`src/rtl/icache_pkg.sv`:
```
// Shared types and address-field helpers for the direct-mapped instruction cache.
package icache_pkg;

  typedef enum logic [1:0] {
    IDLE,
    LOOKUP,
    REFILL,
    RESPOND
  } icache_state_t;

  localparam logic [31:0] NOP = 32'h0000_0013;

  function automatic int off_bits(input int line_words);
    return $clog2(line_words) + 2;
  endfunction

  function automatic int tag_bits(input int lines, input int line_words);
    return 32 - off_bits(line_words) - $clog2(lines);
  endfunction

endpackage

```
`src/rtl/icache_array.sv`:
```
// Tag, valid and data storage for the instruction cache: combinational read port,
// one word write port, tag/valid write and a single-cycle invalidate-all.
module icache_array
  import icache_pkg::*;
#(
  parameter int LINES      = 16,
  parameter int LINE_WORDS = 4,
  parameter int TW         = tag_bits(LINES, LINE_WORDS),
  parameter int IW         = $clog2(LINES),
  parameter int WW         = $clog2(LINE_WORDS)
) (
  input  logic          clk,
  input  logic          rst,
  input  logic          i_flush_all,
  input  logic [IW-1:0] i_rd_idx,
  input  logic [WW-1:0] i_rd_word,
  output logic          o_rd_valid,
  output logic [TW-1:0] o_rd_tag,
  output logic [31:0]   o_rd_data,
  input  logic          i_wr_en,
  input  logic [IW-1:0] i_wr_idx,
  input  logic [WW-1:0] i_wr_word,
  input  logic [31:0]   i_wr_data,
  input  logic          i_tag_we,
  input  logic [TW-1:0] i_tag_wdata,
  input  logic          i_set_valid
);

  logic [LINES-1:0] r_valid;
  logic [TW-1:0]    r_tag  [LINES];
  logic [31:0]      r_data [LINES][LINE_WORDS];

  // NOTE: tag and data arrays have no reset; a line's contents only matter once its valid bit is set.
  always_ff @(posedge clk) begin
    if (i_wr_en)  r_data[i_wr_idx][i_wr_word] <= i_wr_data;
    if (i_tag_we) r_tag[i_wr_idx]             <= i_tag_wdata;
  end

  always_ff @(posedge clk) begin
    if (rst || i_flush_all) begin
      r_valid <= '0;
    end else if (i_tag_we && i_set_valid) begin
      r_valid[i_wr_idx] <= 1'b1;
    end
  end

  assign o_rd_valid = r_valid[i_rd_idx];
  assign o_rd_tag   = r_tag[i_rd_idx];
  assign o_rd_data  = r_data[i_rd_idx][i_rd_word];

endmodule

```
`src/rtl/icache.sv`:
```
// Direct-mapped read-only instruction cache: single outstanding fetch request,
// whole-line refill from a word-wide memory port, hit/miss counters.
module icache
  import icache_pkg::*;
#(
  parameter int LINES      = 16,
  parameter int LINE_WORDS = 4
) (
  input  logic        clk,
  input  logic        rst,
  input  logic        addr_ready,
  input  logic [31:0] addr,
  input  logic        flush,
  output logic        cache_ack,
  output logic [31:0] inst,
  output logic        mem_req,
  output logic [31:0] mem_addr,
  input  logic        mem_ack,
  input  logic [31:0] mem_rdata,
  output logic [31:0] hit_count,
  output logic [31:0] miss_count
);

  localparam int WW  = $clog2(LINE_WORDS);
  localparam int IW  = $clog2(LINES);
  localparam int OFF = off_bits(LINE_WORDS);
  localparam int TW  = tag_bits(LINES, LINE_WORDS);
  localparam logic [WW-1:0] LAST = WW'(LINE_WORDS - 1);

  icache_state_t r_state;
  logic [31:2]   r_req_addr;
  logic [WW-1:0] r_cnt;
  logic [31:0]   r_resp;
  logic [31:0]   r_inst;
  logic [31:0]   r_mem_addr;
  logic [31:0]   r_hit_count;
  logic [31:0]   r_miss_count;
  logic          r_ack;
  logic          r_mem_req;
  logic          r_flush_pend;

  logic          w_rd_valid;
  logic [TW-1:0] w_rd_tag;
  logic [31:0]   w_rd_data;
  logic          w_hit;
  logic [IW-1:0] w_line_idx;
  logic [WW-1:0] w_req_word;
  logic [WW-1:0] w_next_cnt;
  logic          w_fill;
  logic          w_last;
  logic          w_crit;
  logic          w_unused;

  // The lookup is done in the request cycle so the hit ack can be registered into LOOKUP.
  assign w_hit      = w_rd_valid && (w_rd_tag == addr[31:OFF+IW]) && !flush;
  assign w_line_idx = r_req_addr[OFF+IW-1:OFF];
  assign w_req_word = r_req_addr[OFF-1:2];
  assign w_next_cnt = r_cnt + WW'(1);
  assign w_fill     = (r_state == REFILL) && mem_ack;
  assign w_last     = w_fill && (r_cnt == LAST);
  assign w_crit     = (w_req_word == r_cnt);
  assign w_unused   = ^addr[1:0];

  icache_array #(
    .LINES      (LINES),
    .LINE_WORDS (LINE_WORDS),
    .TW         (TW)
  ) u_array (
    .clk         (clk),
    .rst         (rst),
    .i_flush_all (flush),
    .i_rd_idx    (addr[OFF+IW-1:OFF]),
    .i_rd_word   (addr[OFF-1:2]),
    .o_rd_valid  (w_rd_valid),
    .o_rd_tag    (w_rd_tag),
    .o_rd_data   (w_rd_data),
    .i_wr_en     (w_fill),
    .i_wr_idx    (w_line_idx),
    .i_wr_word   (r_cnt),
    .i_wr_data   (mem_rdata),
    .i_tag_we    (w_last),
    .i_tag_wdata (r_req_addr[31:OFF+IW]),
    .i_set_valid (!(r_flush_pend || flush))
  );

  // NOTE: all state below uses non-blocking assignments so every register sees pre-edge values.
  always_ff @(posedge clk) begin
    if (rst) begin
      r_state      <= IDLE;
      r_req_addr   <= '0;
      r_cnt        <= '0;
      r_resp       <= NOP;
      r_inst       <= NOP;
      r_ack        <= 1'b0;
      r_mem_req    <= 1'b0;
      r_mem_addr   <= '0;
      r_hit_count  <= '0;
      r_miss_count <= '0;
      r_flush_pend <= 1'b0;
    end else begin
      r_ack <= 1'b0;
      unique case (r_state)
        IDLE: begin
          if (addr_ready) begin
            r_req_addr <= addr[31:2];
            r_state    <= LOOKUP;
            if (w_hit) begin
              r_ack       <= 1'b1;
              r_inst      <= w_rd_data;
              r_hit_count <= r_hit_count + 32'd1;
            end
          end
        end
        LOOKUP: begin
          // r_ack high here means the request already hit in the previous cycle.
          if (r_ack) begin
            r_state <= IDLE;
          end else begin
            r_miss_count <= r_miss_count + 32'd1;
            r_cnt        <= '0;
            r_mem_req    <= 1'b1;
            r_mem_addr   <= {r_req_addr[31:OFF], {WW{1'b0}}, 2'b00};
            r_state      <= REFILL;
          end
        end
        REFILL: begin
          if (flush) r_flush_pend <= 1'b1;
          if (mem_ack) begin
            if (w_crit) r_resp <= mem_rdata;
            r_cnt <= w_next_cnt;
            if (r_cnt == LAST) begin
              r_mem_req <= 1'b0;
              r_ack     <= 1'b1;
              r_inst    <= w_crit ? mem_rdata : r_resp;
              r_state   <= RESPOND;
            end else begin
              r_mem_addr <= {r_req_addr[31:OFF], w_next_cnt, 2'b00};
            end
          end
        end
        RESPOND: begin
          r_flush_pend <= 1'b0;
          r_state      <= IDLE;
        end
      endcase
    end
  end

  assign cache_ack  = r_ack;
  assign inst       = r_inst;
  assign mem_req    = r_mem_req;
  assign mem_addr   = r_mem_addr;
  assign hit_count  = r_hit_count;
  assign miss_count = r_miss_count;

endmodule

```
`config.mk`:
```
export PLATFORM = sky130hd
export DESIGN_NAME = icache
export DESIGN_NICKNAME = d
export VERILOG_FILES = /design/src/rtl/icache_pkg.sv /design/src/rtl/icache_array.sv /design/src/rtl/icache.sv
export SDC_FILE = /design/constraint.sdc
export NUM_CORES = 2
export LEC_CHECK = 0
export ABC_AREA = 0
export CAP_MARGIN = 20
export CORE_MARGIN = 5
export CORE_UTILIZATION = 55
export CTS_BUF_LIST = sky130_fd_sc_hd__clkbuf_8
export CTS_CLUSTER_DIAMETER = 100
export DETAILED_ROUTE_END_ITERATION = 10
export PLACE_DENSITY = 0.75
export SYNTH_ARGS = -nofsm -noshare
export SYNTH_HDL_FRONTEND = slang
export SYNTH_SLANG_ARGS = --single-unit
```
`constraint.sdc`:
```
create_clock -name clk -period 5.4 [get_ports clk]
set_input_delay 1.08 -clock clk [delete_from_list [all_inputs] [get_ports clk]]
set_output_delay 1.08 -clock clk [all_outputs]
set_load 0.01 [all_outputs]
```
==> reports/qor.yml <==
status:
  status: "finished clean"
critical_path:
  setup.worst_path.end_class: "flip-flop"
  r2r-start: "u_array.r_tag[14][11]$_DFFE_PP_"
  ff2ff_setup_slack_ns: 1.78
  critPathBufInv: 4
  path_max_fanout: 104
  path_class: "input port to flip-flop"
  start_kind: "input port"
  cp_top_family: "buffers and inverters"
  crit_chain: "buf_8 > buf_4 > buf_12 > mux4_2 > mux4_2 > a2111oi_0 > buf_4 > a31oi_1 > o2111ai_1 > o41ai_1"
  critPathArrivalTime_ns: 5.07
  r2r-end: "inst[17]$_SDFFE_PP0P_"
  slowest_stage: "a2111oi_0"
  r2r_cells: 11
  slowest_delay_ns: 0.93
  critPathRequiredTime_ns: 6.31
clock_network:
  cts-resized-gates: 0
  cts_tree: "done"
  clock-sinks: 2643
  cts_root_buf: "clkbuf_8"
  cts_buffers: 416
  clkTransAtPathRegs_ns: 0.06
  hold_buffers: 0
  cts_buffer_depth: 4
  cts_setup_buffers: 0
  clock_latency_ns: 1.07
  cts_max_level: 5
yosys:
  ys_ff_latch: 2643
  synth_edf_count: 2432
  ys.flop_type: "edfxtp_1"
  ys_types: 73
  synth_top_area_cell: "edfxtp_1"
  yosysSeqAreaShare_pct: 75.4
  yosysWarningCount: 0
  yosys.area.top_type_share_pct: 71.2
  synth_area_leaders: "edfxtp_1 71%, mux4_2 14%, dfxtp_1 4.1%"
  ys_async_sr_fraction_pct: 0
  syn_area_sq_um: 103000
  syn_area_per_cell_sq_um: 20.4
  netlist_instances: 5030
sta:
  finalSetupViolCount: 0
  setup_ws_ns: 1.24
  finalHoldViolations: 0
  period_needed_ns: 4.16
  maxSlewHeadroom_pct: 24.9
  rsz0062_at_grt: "false"
  tightest_slew_ns: 1.13
  clock.fmax_mhz: 241
  skew_ns: 0.0744
  fin_setup_tns_ns: 0
  post-route-period-util_pct: 77.0
  slew_violations: 0
  holdWs_ns: 0.438
detailed_routing:
  wirelength_um: 258000
  ant_nets: 0
  wire_per_inst_um: 30.9
  vias_per_cell: 6.43
  vias: 53800
  drt_iter0_markers: 6884
  drcViolationCount: 0
  dr.pass1.iters: 6
power:
  p_sw_share_pct: 22.2
  power.internal_mw: 31.3
  max-vdd-ir-drop_uv: 211
  clkPwrFrac_pct: 39.0
  combPwrFrac_pct: 5.2
  p_sw_mw: 8.91
  leakage_nw: 37.7
  cellPowerDensity_nw_per_um2: 346
  p_seq_share_pct: 55.9
place:
  pre_cts_ws_ns: 0.211
  port_buffers: 194
  globalplace.congestion: 0.853
  dp_hpwl_um: 146000
global_route:
  grt-busiest-layer: "met2"
  grt_use_met2_pct: 41.4
  antenna_found_initial: 10
  grt_pass1_wl_um: 372000
  grt_pass1_vias: 53800
  overflow: 0
  grt_max_degree: 118
  grtUsageTotal_pct: 26.1
  use_met1_pct: 35.9
  use_met3_pct: 6.01
hold_path:
  hold_class: "input port to flip-flop"
  hold_start: "mem_rdata[11]"
  hold_path_end: "u_array.r_data[7][107]$_DFFE_PP_"
  whs_path_depth: 1
layout:
  area_growth_pct: 13.4
  fin_nets: 5639
  fillers: 12400
  multi_input_area_sq_um: 24200
  drive_gt1_share_pct: 26.5
  seq_area_sq_um: 77300
die:
  die_x_um: 442
  die_h_um: 442
  io_pins: 199
  rows: 158
  fp.coreArea_sq_um: 185000
  start_util_pct: 55.3
  die-area_sq_um: 195000
run:
  maxCapViolations: 0
==> synth_stat cells, types with 15 or more instances <==
cell type / instances
xnor2_1: 17
a211oi_1: 48
buf_2: 84
nand4_1: 23
nand3_1: 41
buf_1: 24
and2_1: 15
nor2_1: 212
nand2_1: 257
clkbuf_1: 120
o22ai_1: 52
nor3_1: 30
dfxtp_1: 211
a21oi_1: 120
o21ai_0: 35
edfxtp_1: 2432
mux4_2: 645
nor2b_1: 49
inv_1: 26
buf_4: 44
mux2i_1: 229
a22oi_1: 31
xor2_1: 33
mux2_2: 46
==> cell usage in the layout (no fill, tap or decap), types with 32 or more instances in the layout <==
cell type	instances
inv_1	150
nor2_4	66
nand3_1	41
o21ai_0	35
nand2_1	256
nor2_1	144
buf_4	172
mux2i_1	229
edfxtp_1	2432
clkdlybuf4s50_1	155
a21oi_1	120
clkinv_1	79
mux2_2	46
clkbuf_8	452
nor2b_1	48
dfxtp_1	211
buf_2	32
a211oi_1	48
mux4_2	645
clkinv_2	52
o22ai_1	51
xor2_1	33
buf_12	42
==> worst reg2reg max path, stage by stage (launching register included) <==
cell	delay [ns]
edfxtp_1	0.38
mux4_2	0.50
mux2i_1	0.47
nor2_1	0.09
nor4_1	0.33
a31o_2	0.23
o211ai_1	0.17
nor4_4	0.41
buf_12	0.27
nor2_2	0.18
buf_4	0.28
mux2i_1	0.23
==> how the worst max path moves through the flow <==
stage / startpoint / endpoint / depth (start not counted)
3_3_place_gp: addr[5] / inst[27]$_SDFFE_PP0P_ / 10
3_5_place_dp: addr[5] / inst[27]$_SDFFE_PP0P_ / 10
6_report: addr[5] / inst[27]$_SDFFE_PP0P_ / 10
2_1_floorplan: mem_ack / u_array.r_data[15][0]$_DFFE_PP_ / 5
5_1_grt: addr[5] / inst[27]$_SDFFE_PP0P_ / 10
4_1_cts: addr[5] / inst[27]$_SDFFE_PP0P_ / 10
==> final cells by class <==
| cell class | count | share of cell area (%) |
|---|---|---|
| inverters | 28 | 0.101 |
| multi-input cells | 2069 | 20.8 |
| clock inverters | 277 | 1.22 |
| flip-flops and latches | 2643 | 66.5 |
| diodes | 5 | 0.0108 |
| well taps | 2480 | 2.67 |
| repair buffers | 406 | 3.38 |
| clock buffers | 451 | 5.34 |
==> layer usage <==
| metal | wire, um | vias to the layer above |
|---|---|---|
| met5 | 15 | - |
| met4 | 9680 | 2 |
| met3 | 27700 | 567 |
| met2 | 125000 | 3408 |
| met1 | 95700 | 28000 |
| li1 | - | 21800 |
==> sequential cells by signal, indices dropped and copies added (netlist names), named ones only <==
name,count
r_flush_pend,1
inst,32
u_array.r_data,2048
r_req_addr,30
r_resp,32
hit_count,32
u_array.r_tag,384
cache_ack,1
miss_count,32
mem_addr,30
u_array.r_valid,16
r_cnt,2
mem_req,1
r_state,1
==> per-stage QoR <==
stage / area (sq um) / utilization [%] / std cells / power (mW)
after detailed placement: 109000 / 58.5 / 7622 / 24.9
after floorplan: 103000 / - / 5031 / 24.1
after global routing: 116000 / 62.7 / 8357 / 41.5
after global placement: 109000 / 58.5 / 7622 / 24.9
final: 116000 / 62.7 / 8359 / 40.2
after CTS: 116000 / 62.6 / 8350 / 40.4
==> cell families after synthesis <==
group,synth area share [%]
compound gates,2.56
simple gates,3.05
flops,75.4
mux,17.0
fa+ha+maj,0.0732
xor+xnor,0.427
buf+inv,1.55
other cells,0.00366
==> power groups by stage <==
stage	sequential (mW)	clock, mW	combinational (mW)
after floorplan	22.9	0	1.21
after global placement	22.9	0	2.01
after detailed placement	22.9	0	2.05
after CTS	22.5	15.9	2.05
after global routing	22.5	16.9	2.18
final	22.5	15.7	2.08
Power figures use the tool's default switching activity.
